[config.mk]
export PLATFORM = sky130hd
export DESIGN_NAME = pwm_symbol_sequencer
export DESIGN_NICKNAME = d
export VERILOG_FILES = /design/src/rtl/pwm_symbol_sequencer.sv
export SDC_FILE = /design/constraint.sdc
export NUM_CORES = 1
export LEC_CHECK = 0
export CORE_ASPECT_RATIO = 0.75
export CORE_MARGIN = 1.5
export CORE_UTILIZATION = 48
export DETAILED_ROUTE_END_ITERATION = 7
export MAX_ROUTING_LAYER = met4
export PLACE_DENSITY = 0.86
export RECOVER_POWER = 50
export SETUP_SLACK_MARGIN = 0.02
export SLEW_MARGIN = 40
export SYNTH_ARGS = -nofsm -noshare
export SYNTH_HDL_FRONTEND = slang
export SYNTH_SLANG_ARGS = --single-unit
[constraint.sdc]
create_clock -name clock -period 2.49 [get_ports clock]
set_input_delay 0.3735 -clock clock [delete_from_list [all_inputs] [get_ports clock]]
set_output_delay 0.3735 -clock clock [all_outputs]
set_load 0.02 [all_outputs]
[src/rtl/pwm_symbol_sequencer.sv]
// Arms on a rising crossing of ref_in, clears the decoder, opens a fixed count window,
// captures the decoded symbol onto a valid/ready port, then waits out a quiet guard.
module pwm_symbol_sequencer #(
  parameter int DATA_W    = 16,
  parameter int SYM_W     = 8,
  parameter int WIN_LEN   = 256,
  parameter int DEC_LAT   = 2,
  parameter int GUARD_LEN = 16
) (
  input  logic                     clock,
  input  logic                     reset_n,
  input  logic                     start_en,
  input  logic signed [DATA_W-1:0] data_in,
  input  logic signed [DATA_W-1:0] ref_in,
  input  logic [SYM_W-1:0]         decoded_symbol,
  output logic                     dec_clear,
  output logic                     enable_counter,
  output logic [SYM_W-1:0]         sym_data,
  output logic                     sym_valid,
  input  logic                     sym_ready,
  output logic                     overrun,
  output logic [15:0]              sym_count,
  output logic                     busy
);

  // One counter serves window, settle and guard phases, so size it for the longest.
  localparam int L1      = (WIN_LEN > GUARD_LEN) ? WIN_LEN : GUARD_LEN;
  localparam int MAX_LEN = (L1 > DEC_LAT) ? L1 : DEC_LAT;
  localparam int CNT_W   = $clog2(MAX_LEN + 1);

  typedef enum logic [2:0] {
    S_IDLE, S_CLEAR, S_WINDOW, S_SETTLE, S_CAPTURE, S_GUARD
  } state_t;

  state_t             state, state_nx;
  logic [CNT_W-1:0]   cnt, cnt_nx, cnt_inc;
  logic               prev_above, above, rise, capture;

  always_comb begin
    above    = data_in > ref_in;
    rise     = !prev_above && above;
    cnt_inc  = cnt + 1'b1;
    state_nx = state;
    cnt_nx   = cnt;
    capture  = 1'b0;
    case (state)
      S_IDLE:   if (start_en && rise) state_nx = S_CLEAR;
      S_CLEAR: begin
        state_nx = S_WINDOW;
        cnt_nx   = '0;
      end
      S_WINDOW: begin
        cnt_nx = cnt_inc;
        if (cnt_inc == CNT_W'(WIN_LEN)) begin
          cnt_nx   = '0;
          state_nx = (DEC_LAT == 0) ? S_CAPTURE : S_SETTLE;
        end
      end
      S_SETTLE: begin
        cnt_nx = cnt_inc;
        if (cnt_inc == CNT_W'(DEC_LAT)) begin
          cnt_nx   = '0;
          state_nx = S_CAPTURE;
        end
      end
      S_CAPTURE: begin
        capture  = 1'b1;
        state_nx = S_GUARD;
        cnt_nx   = '0;
      end
      S_GUARD: begin
        // Any sample above the reference restarts the quiet run.
        if (above) cnt_nx = '0;
        else begin
          cnt_nx = cnt_inc;
          if (cnt_inc == CNT_W'(GUARD_LEN)) state_nx = S_IDLE;
        end
      end
      default:  state_nx = S_IDLE;
    endcase
  end

  always_ff @(posedge clock or negedge reset_n) begin
    if (!reset_n) begin
      state          <= S_IDLE;
      cnt            <= '0;
      prev_above     <= 1'b0;
      dec_clear      <= 1'b0;
      enable_counter <= 1'b0;
      busy           <= 1'b0;
      sym_data       <= '0;
      sym_valid      <= 1'b0;
      overrun        <= 1'b0;
      sym_count      <= '0;
    end else begin
      state          <= state_nx;
      cnt            <= cnt_nx;
      prev_above     <= above;
      dec_clear      <= (state_nx == S_CLEAR);
      enable_counter <= (state_nx == S_WINDOW);
      busy           <= (state_nx != S_IDLE);
      overrun        <= 1'b0;
      if (capture) begin
        sym_data  <= decoded_symbol;
        sym_valid <= 1'b1;
        overrun   <= sym_valid && !sym_ready;
        sym_count <= sym_count + 16'd1;
      end else if (sym_valid && sym_ready) begin
        sym_valid <= 1'b0;
      end
    end
  end

endmodule
==> results_dict.tcl, run 1 <==
set metrics [dict create \
    fin_crit_ps 2420 \
    dr_wl_met2_mm 2.95 \
    ir_drop_v 0.000375 \
    die_area_mm2 0.00588 \
    crit_type "primary input to flop" \
    antenna_left 0 \
    crit_arrival_ps 2640 \
    async_reset_ff_share_pct 100 \
    io_buffer_count 72 \
    clock_latency_ps 300 \
    slew_violations 0 \
    path_clk_slew_ps 90 \
    synth_cells 299 \
    run_status "finished, final reports clean" \
    cts.sinks 42 \
    drc 0 \
    cts_hold_buf 0 \
    synth_seq_cells 42 \
    critPathSlowestCell "clkdlybuf4s50_1" \
    min_path_type "primary input to async pin" \
    synth_edf_count 0 \
    grt_use_total_pct 21.6 \
    drt_iter0_drc 166 \
    required_ps 2700 \
    cts_root_buf "clkbuf_8" \
    cts_inserted_buffers 5 \
    cts_tree "done" \
    place_hpwl_mm 4.45 \
    slew_headroom_pct 30.7 \
    vias_per_cell 5.27 \
    synth.largest_area_cell "dfrtp_1" \
    cpPeakStageDelay_ps 470 \
    endpoint_kind "flop" \
    syn_avg_cell_area_um2 8.71 \
    dr_wl_met3_um 284 \
    drive_above_1_share_pct 8.71 \
    timing.hold.ws_ps 240 \
    layout_commonest_cell "clkdlybuf4s50_1" \
    critPathMostFrequentCell "nor4_4" \
    yosysWarnings 0 \
    start_kind "primary input" \
    antenna_found_initial 0 \
    netlist_top_cells_area "dfrtp_1 (40%), ha_1 (9.6%), nand2_1 (6.9%)" \
    post-route-period-util_pct 97.4 \
    clockBufferDepth 2 \
    nNetsFinal 442 \
    hold_viol_final 0 \
    core_area_mm2 0.00530 \
    n_antenna_cell 0 \
    wl_per_cell_um 13.5 \
    grt_pass1_vias 2185 \
    dieWidth_um 88.0 \
    num_vias 2392 \
    grt_max_degree 43 \
    syn2layout_area_growth_pct 40.2 \
    firstDrtPassIters 4 \
    power_leakage_nw 1.61 \
    wl_mm 6.15 \
    grt-ovfl-total 0 \
    grt_pass1_wl_mm 9.69 \
    crit_chain "clkdlybuf4s50_1, inv_1, ha_1, nand2_1, nor4_4, a21bo_4, nand3_2, nor2_1, or3_4, nor4_4" \
    mostFrequentLayoutCells "clkdlybuf4s50_1 (71), nand2_1 (48), dfrtp_1 (42)" \
    ys_seq_area_share_pct 40.4 \
    skew_ps 7.15 \
    rr_worst_depth 9 \
    ios 73 \
    max_freq_mhz 412 \
    powerDensity_mw_per_mm2 520 \
    routed.top_layer "met4" \
    num_rows 23 \
    pre_cts_ws_ps -300 \
    max_cap_viol_count 0 \
    grt_setup_unrepaired "true" \
    met1Wirelength_mm 2.84 \
    synthFlopType "dfrtp_1" \
    yosys.area.top_type_share_pct 40.4 \
    syn-cell-area_mm2 0.00260 \
    ys_types 43 \
    start_util_pct 49.2 \
    synth_nets 363 \
    cts_max_level 2 \
    gp_congestion 0.834 \
    worstMarginPinSlew_ps 1040 \
    worst_slack_ps 65.4 \
    critPathMaxFanout 5 \
    setup_viol 0 \
    dieHeight_um 66.8 \
]
[final cells by class]
class	count	area, um^2
Inverter	30	113
Tap cell	75	93.8
Timing Repair Buffer	80	772
Fill cell	417	1650
Clock buffer	5	68.8
Sequential cell	42	1050
Clock inverter	3	68.8
Multi-Input combinational cell	219	1480
[logic make-up after synthesis]
logic type      count (synthesis)  synth area share, %
compound gates                 49                 12.0
xor+xnor                       18                 6.05
fa+ha+maj                      20                 9.61
buf+inv                        38                 5.62
flops                          42                 40.4
simple gates                  132                 26.4
[sequential cells by signal, summed over array words and instances (netlist names)]
signal          flops
busy                1
cnt                 9
dec_clear           1
enable_counter      1
overrun             1
prev_above          1
state               3
sym_count          16
sym_data            8
sym_valid           1
[report_power, final]
group / switching [W] / leakage [nW] / internal, W / total (W)
clock network: 0.000250 / 0.0683 / 0.000402 / 0.000652
logic: 0.000228 / 1.02 / 0.000202 / 0.000431
registers: 0.0000860 / 0.516 / 0.000729 / 0.000815
total: 0.000565 / 1.61 / 0.00133 / 0.00190
[final timing paths]
path | start | to | slack, ps
setup / recovery | ref_in[11] | dec_clear | 70
hold / removal | reset_n | sym_count[9] | 240
setup reg to reg | cnt[1] | cnt[3] | 160
hold reg to reg | sym_data[2] | sym_data[2] | 490
max in group asynchronous | reset_n | sym_data[7] | 1610
min in group clock | sym_data[2] | sym_data[2] | 490
[synth_stat cells, drive strengths merged, types with 2 or more instances]
cell    number
nand2       48
dfrtp       42
inv         30
nor2        26
ha          20
a21oi       15
xnor2       13
o21ai       12
nand3       10
nand4       10
and2         7
nor3         6
o22ai        6
clkbuf       5
nor2b        5
nor4         5
xor2         5
nand2b       4
a31oi        3
and4         3
buf          3
o221ai       3
a211o        2
and3         2
o211ai       2
[what timing repair did]
action / in CTS / in global routing
resized for setup: 0 / 9
buffers inserted: 0 / 1
endpoints found under the hold margin: 0 / 0
pin swaps: 1 / 2
setup endpoints to repair: 1 / 11
[worst max-delay path: cells and delay by family]
family | cells | cell delay [ps]
fa+ha+maj | 1 | 300
buf+inv | 2 | 520
simple gates | 6 | 1180
compound gates | 1 | 280
[per-layer routing]
metal,vias to the layer above,track usage (%)
li1,1181,-
met1,1140,27.7
met2,63,34.6
met3,8,5.20
met4,0,5.66
met5,-,-
[through the flow]
stage          area (um^2)  total power [W]  setup TNS, ps  utilization (%)  std cells
2_1_floorplan         2600          0.00108              0                -        299
3_3_place_gp          3430          0.00121          -1750             64.8        445
3_5_place_dp          3430          0.00123          -3050             64.9        445
4_1_cts               3570          0.00188              0             67.5        453
5_1_grt               3650          0.00200              0             68.9        454
6_report              3650          0.00190              0             68.9        454
Power figures use the tool's default switching activity.
==> run 2, diff against run 1 <==
--- a/config.mk
+++ b/config.mk
@@ -13,7 +13,7 @@
 export PLACE_DENSITY = 0.86
 export RECOVER_POWER = 50
 export SETUP_SLACK_MARGIN = 0.02
-export SLEW_MARGIN = 40
+export SLEW_MARGIN = 10
 export SYNTH_ARGS = -nofsm -noshare
 export SYNTH_HDL_FRONTEND = slang
 export SYNTH_SLANG_ARGS = --single-unit
==> run 2 against run 1 <==
  * Count of clock-buffer cells in the layout did not move
  * Sequential cell count did not move
  * Maximum frequency did not move
  * Clock power barely moved
  * Non-clock buffer count did not move
  * Via count did not move
  * Worst hold slack got worse by 1.0 ps
  * Total power barely moved
  * Global-route usage barely moved
  * Combinational power barely moved
  * Final area did not move
  * Largest power group unchanged
==> results_dict.tcl, run 2 (synthesis gave the netlist of run 1 again) <==
set metrics [dict create \
    run_status "finished, final reports clean" \
    start_util_pct 49.2 \
    max_freq_mhz 412 \
    grt_max_degree 43 \
    slew_headroom_pct 30.9 \
    power_leakage_nw 1.61 \
    clock_latency_ps 300 \
    cts.sinks 42 \
    grt-ovfl-total 0 \
    mostFrequentLayoutCells "clkdlybuf4s50_1 (71), nand2_1 (48), dfrtp_1 (42)" \
    setup_tns_ps 0 \
    rr_worst_depth 9 \
    grt_pass1_wl_mm 9.68 \
    max_cap_viol_count 0 \
    wl_per_cell_um 13.5 \
    crit_type "primary input to flop" \
    setup_viol 0 \
    layout_commonest_cell "clkdlybuf4s50_1" \
    grt_setup_unrepaired "true" \
    die_area_mm2 0.00588 \
    wl_mm 6.15 \
    antenna_found_initial 0 \
    vias_per_cell 5.27 \
    reg_top3 "sym_count x16, cnt x9, sym_data x8" \
    largest-register "sym_count" \
    core_area_mm2 0.00530 \
    num_vias 2392 \
    drive_above_1_share_pct 8.71 \
    start_kind "primary input" \
    drc 0 \
    ios 73 \
    endpoint_kind "flop" \
    place_area_mm2 0.00343 \
    slew_violations 0 \
    drt_iter0_drc 166 \
    min_path_type "primary input to async pin" \
    rrSetupSlack_ps 160 \
    gp_congestion 0.834 \
    fin_crit_ps 2420 \
    worstMarginPinSlew_ps 1040 \
    cts_inserted_buffers 5 \
    critPathMaxFanout 5 \
    hold_viol_final 0 \
    required_ps 2700 \
    skew_ps 7.15 \
    firstDrtPassIters 4 \
    clockBufferDepth 2 \
    post-route-period-util_pct 97.4 \
    final_area_mm2 0.00365 \
    cts_tree "done" \
    crit_arrival_ps 2640 \
    cts_max_level 2 \
    powerDensity_mw_per_mm2 520 \
    io_buffer_count 72 \
    reg2reg_from "cnt[1]" \
    path_clk_slew_ps 90 \
    dieHeight_um 66.8 \
    grt_use_total_pct 21.6 \
    place_hpwl_mm 4.45 \
    nNetsFinal 442 \
    antenna_left 0 \
    largest_reg_flops 16 \
    r2r_end "cnt[3]" \
    n_antenna_cell 0 \
    grt_pass1_vias 2181 \
    syn2layout_area_growth_pct 40.2 \
    num_rows 23 \
    ir_drop_v 0.000375 \
    dieWidth_um 88.0 \
    cts_root_buf "clkbuf_8" \
]
## run 2: cell counts in the layout (fill, tap and decap cells not counted)
Identical to the previous run, type by type.
## run 2: how the worst max path moves through the flow
stage,from,end,depth (start not counted)
finish,ref_in[11],dec_clear,10
global route,cnt[1],cnt[3],10
CTS,ref_in[9],dec_clear,10
detailed placement,ref_in[14],dec_clear,10
global placement,ref_in[14],dec_clear,10
floorplan,ref_in[15],dec_clear,9
## run 2: worst max-delay path, cell delays in order
cell and delay [ps]:
clkdlybuf4s50_1 470, inv_1 50, ha_1 300, nand2_1 130, nor4_4 290, a21bo_4 280, nand3_2 80, nor2_1 50
or3_4 380, nor4_4 250
## run 2: power breakdown
part,internal (W),switching [W]
combinational,0.000202,0.000228
clock,0.000402,0.000250
sequential,0.000729,0.0000860
## run 2: layout make-up
cell class / instances / area, um^2
Inverter: 30 / 113
Tap cell: 75 / 93.8
Clock buffer: 5 / 68.8
Clock inverter: 3 / 68.8
Multi-Input combinational cell: 219 / 1480
Sequential cell: 42 / 1050
Timing Repair Buffer: 80 / 772
Fill cell: 416 / 1650
## run 2: timing repair
action,CTS,global route
hold buffers,0,0
gates resized for setup,0,9
gates cloned,0,0
setup endpoints to repair,1,11
pin swaps,1,2
setup buffers,0,1
## run 2: metal layers
| layer | GRT usage (%) | routed length (um) | share of wire [%] | up-vias |
|---|---|---|---|---|
| met2 | 34.6 | 2950 | 48 | 63 |
| met1 | 27.7 | 2840 | 46 | 1140 |
| met3 | 5.20 | 284 | 4.6 | 8 |
| met4 | 5.66 | 76 | 1.2 | 0 |
| met5 | - | 0 | 0 | - |
| li1 | - | - | - | 1181 |
## run 2: stage by stage
step	util, %	worst slack, ps	total power, W	instances	hold slack [ps]
after CTS	67.4	26.9	0.00188	453	239
final	68.9	65.4	0.00190	454	239
after detailed placement	64.8	-300	0.00123	445	462
after global routing	68.9	0.341	0.00200	454	328
after global placement	64.8	-190	0.00121	445	458
after floorplan	-	298	0.00108	299	77.9
==> RTL change 1, RTL diff (config.mk and constraints of run 2) <==
Re-encode `state_t` (6 states) as Gray code, 3 bits wide.
--- a/src/rtl/pwm_symbol_sequencer.sv
+++ b/src/rtl/pwm_symbol_sequencer.sv
@@ -29,7 +29,7 @@
   localparam int CNT_W   = $clog2(MAX_LEN + 1);
 
   typedef enum logic [2:0] {
-    S_IDLE, S_CLEAR, S_WINDOW, S_SETTLE, S_CAPTURE, S_GUARD
+    S_IDLE = 3'b000, S_CLEAR = 3'b001, S_WINDOW = 3'b011, S_SETTLE = 3'b010, S_CAPTURE = 3'b110, S_GUARD = 3'b111
   } state_t;
 
   state_t             state, state_nx;
Check against the original RTL: same outputs for any inputs over 10 cycles, from zero or initial values and one cycle with reset_n low; not proved beyond that.
==> RTL change 1 against run 2 <==
The flow now finishes with violations (DRC). Worst setup slack better by 0.019 ns. Critical path depth stayed put. Routed wire length is 12% higher. Final area is 2.0% higher. Sequential cell count stayed put. Hold slack better by 0.0049 ns. Synthesized area is 6.2% lower. Highest routed layer unchanged.
Power is not compared: it rests on default switching activity, and its combinational part moved more than twofold at a synthesized area within 25%.
==> RTL change 1: results (changes against run 2) <==
outcome:
  status: "complete, but fails checks"
  violations: "DRC"
finish:
  drive_gt1_share_pct: 23.5  # +15 points
  nNonClkInverters: 24  # -20%
  buf_share_pct: 23.0  # +1.8 points
  multi_input_area_share_pct: 42.2  # +1.6 points
  num-multi-input-gates: 181  # -17%
  buffers_excl_clock: 87  # +8.8%
  nets: 405  # -8.4%
  design.seq.count: 42  # unchanged
  clkCellAreaFrac_pct: 2.12  # -1.7 points
  fin_util_pct: 75.9  # +7.0 points
  stdcell_count: 401  # -12%
  fillers: 295  # -29%
global_routing:
  grt_pass1_wl_mm: 10.2  # +5.3%
  use_met1_pct: 31.5  # +3.8 points
  use_met3_pct: 5.22  # +0.018 points
  gr-usage-all-layers_pct: 24.2  # +2.6 points
  gr-usage-met2_pct: 38.9  # +4.3 points
  grt_pass1_vias: 2213  # +1.5%
critical_path:
  crit_start: "ref_in[10]"
  r2r.worst_path.cells: 8  # -1
  critPathArrivalTime_ns: 2.58  # -0.06 ns
  critPathTopFamily: "simple AND/OR/NAND/NOR gates"
  worstSetupEndpoint: "cnt[4]"
  slowest_stage: "or4_4"
  max_stage_delay_ns: 0.56  # +0.09 ns
  cp_max_fo: 7  # +2
  reg2reg_slack_ns: 0.10  # -0.06 ns
detailed_routing:
  met1_length_mm: 3.00  # +5.9%
  firstDrtPassIters: 6  # +2
  drt_iter0_markers: 225  # +36%
  drc: 1  # +1
  met3_wirelength_um: 405  # +43%
  wl_per_cell_um: 17.2  # +27%
  vias_per_cell: 5.64  # +7.0%
  wl_met2_mm: 3.38  # +15%
sta:
  min_period_ns: 2.41  # -0.0192 ns
  final.setup_skew_ns: 0.00846  # +0.00131 ns
  whs_ns: 0.244  # +0.00489 ns
  relSlewSlack_pct: 31.4  # +0.50 points
placement:
  dp_hpwl_mm: 4.35  # -2.1%
  dp_slack_ns: -0.494  # -0.194 ns
  placed_cell_area_um2: 3300  # -3.8%
  place_inst: 391  # -12%
  gp_congestion: 0.846  # +1.4%
logic_synthesis:
  synth_common_cells: "dfrtp_1, nand2_1, inv_1, ha_1, nor2_1"
  syn-num-nets: 316  # -13%
  synth.area.top_cells: "dfrtp_1, ha_1, nand2_1, xnor2_1, mux2_2"
  syn_area_per_cell_um2: 9.69  # +11%
  yosysSeqAreaShare_pct: 43.0  # +2.7 points
  synth.distinct_cells: 42  # -2.3%
-- RTL change 1: power groups by stage --
| stage | logic, mW | registers, mW | clock network, mW |
|---|---|---|---|
| 2_1_floorplan | 0.524 | 1.13 | 0 |
| 3_3_place_gp | 1.13 | 1.02 | 0 |
| 3_5_place_dp | 1.16 | 1.02 | 0 |
| 4_1_cts | 1.23 | 1.02 | 0.420 |
| 5_1_grt | 1.40 | 1.06 | 0.449 |
| 6_report | 1.31 | 1.03 | 0.419 |
-- RTL change 1: kinds of logic after synthesis --
group	count (synthesis)	share of synthesized area, %
AND/OR/NAND/NOR	96	20.2
flip-flops	42	43.0
AO/OA/AOI/OAI	39	11.6
buffers and inverters	29	4.61
adder cells (fa/ha/maj)	20	10.2
XOR/XNOR	17	6.10
multiplexers	9	4.15
-- RTL change 1: timing repair --
action,CTS,global route
setup buffers,1,2
resized for setup,36,38
endpoints found under the setup margin,12,13
pin swaps,14,21
hold buffers,0,0
==> RTL change 2, RTL diff (settings of run 2) <==
Without the edit above. Change the parameter `WIN_LEN` from 256 to 128.
--- a/src/rtl/pwm_symbol_sequencer.sv
+++ b/src/rtl/pwm_symbol_sequencer.sv
@@ -3,7 +3,7 @@
 module pwm_symbol_sequencer #(
   parameter int DATA_W    = 16,
   parameter int SYM_W     = 8,
-  parameter int WIN_LEN   = 256,
+  parameter int WIN_LEN   = 128,
   parameter int DEC_LAT   = 2,
   parameter int GUARD_LEN = 16
 ) (
Function: same outputs for any inputs over 10 cycles, from zero or initial values and one cycle with reset_n low; that may be too few to reach the edited logic, so the function may still have changed.
==> RTL change 2 against run 2 <==
The run now ends with DRC, capacitance limit, slew limit left. Routed wire length shrank 7.0%. Final area shrank 9.7%. Sequential cell count shrank 1. Synthesized area shrank 6.3%. Hold slack gained 0.24 ns. Cell count shrank 11%. Worst setup slack gained 0.079 ns.
Power is not compared: it rests on default switching activity, and its combinational part moved more than twofold at a synthesized area within 25%.
==> RTL change 2: results (changes against run 2) <==
logic_synthesis:
  syn-num-nets: 331  # -8.8%
  synth_common_cells: "nand2_1, dfrtp_1, inv_1, ha_1, xnor2_1"
  synth.distinct_cells: 44  # +2.3%
  synth.area.top_cells: "dfrtp_1, ha_1, nand2_1, xnor2_1, inv_1"
  synthMuxAreaShare_pct: 0.821  # +0.82 points
  synthAdderAreaFrac_pct: 10.3  # +0.65 points
  synth-xor-area-share_pct: 6.10  # +0.048 points
detailed_routing:
  wl_met2_mm: 2.68  # -9.0%
  wl_mm: 5.72  # -7.0%
  via_count: 2227  # -6.9%
  drc: 1  # +1
  wl_per_cell_um: 14.2  # +5.1%
  met1_length_mm: 2.59  # -8.6%
  met3_wirelength_um: 351  # +24%
  firstDrtPassIters: 6  # +2
critical_path:
  r2r.worst_path.cells: 6  # -3
  cp_max_fo: 9  # +4
placement:
  dp_hpwl_mm: 4.48  # +0.85%
  gp_congestion: 0.827  # -0.85%
  dp_slack_ns: -0.113  # +0.187 ns
global_routing:
  use_met3_pct: 6.11  # +0.91 points
  gr-usage-all-layers_pct: 22.3  # +0.72 points
  use_met1_pct: 27.7  # about the same
  grt_pass1_vias: 2059  # -5.6%
  grt_pass1_wl_mm: 9.41  # -2.8%
finish:
  reg_top3: "sym_count x16, cnt x8, sym_data x8"
  nets: 405  # -8.4%
  ff_latch_area_um2: 1030  # -2.4%
  fillers: 374  # -10%
  buf_share_pct: 22.5  # +1.3 points
  drive_gt1_share_pct: 5.26  # -3.4 points
  nNonClkInverters: 23  # -23%
  num-multi-input-gates: 194  # -11%
flow_run:
  maxCapViolCount: 1  # +1
sta:
  worst_pin_slew_ns: 2.12  # +1.08 ns
  finalMaxSlewViolations: 42  # +42
power_and_ir_drop:
  power.total_mw: 1.32
floorplanning:
  taps: 60  # -20%
cts:
  cts_sinks: 41  # -2.4%
outcome:
  status: "complete, but fails checks"
  violations: "DRC, capacitance limit, slew limit"
RTL change 2: cell types whose count changed in the layout (fill, tap and decap cells not counted), sizes merged, moves of 3 or more:
cell,delta
inv,-7
a21oi,-8
xor2,-3
nor2b,-4
a31oi,-3
buf,-4
nand2b,+3
o21ai,-6
nor2,-15
and2,-3
a211oi,+5
nor3,+4
nor4,-5
RTL change 2: critical path, stage by stage:
cell	delay (ns)
clkdlybuf4s50_1	0.45
inv_1	0.04
ha_1	0.30
nand4_1	0.15
o22ai_1	0.11
nor4b_1	0.30
a222oi_1	0.11
buf_4	0.18
o31ai_1	0.38
a22o_1	0.19
RTL change 2: final timing paths:
path / from / endpoint / slack (ns)
setup / recovery: ref_in[15] / cnt[4] / 0.14
hold / removal: sym_data[7] / sym_data[7] / 0.48
setup reg to reg: cnt[0] / busy / 0.28
hold reg to reg: sym_data[7] / sym_data[7] / 0.48
max in group asynchronous: reset_n / cnt[4] / 0.60
min in group asynchronous: reset_n / sym_count[7] / 0.69
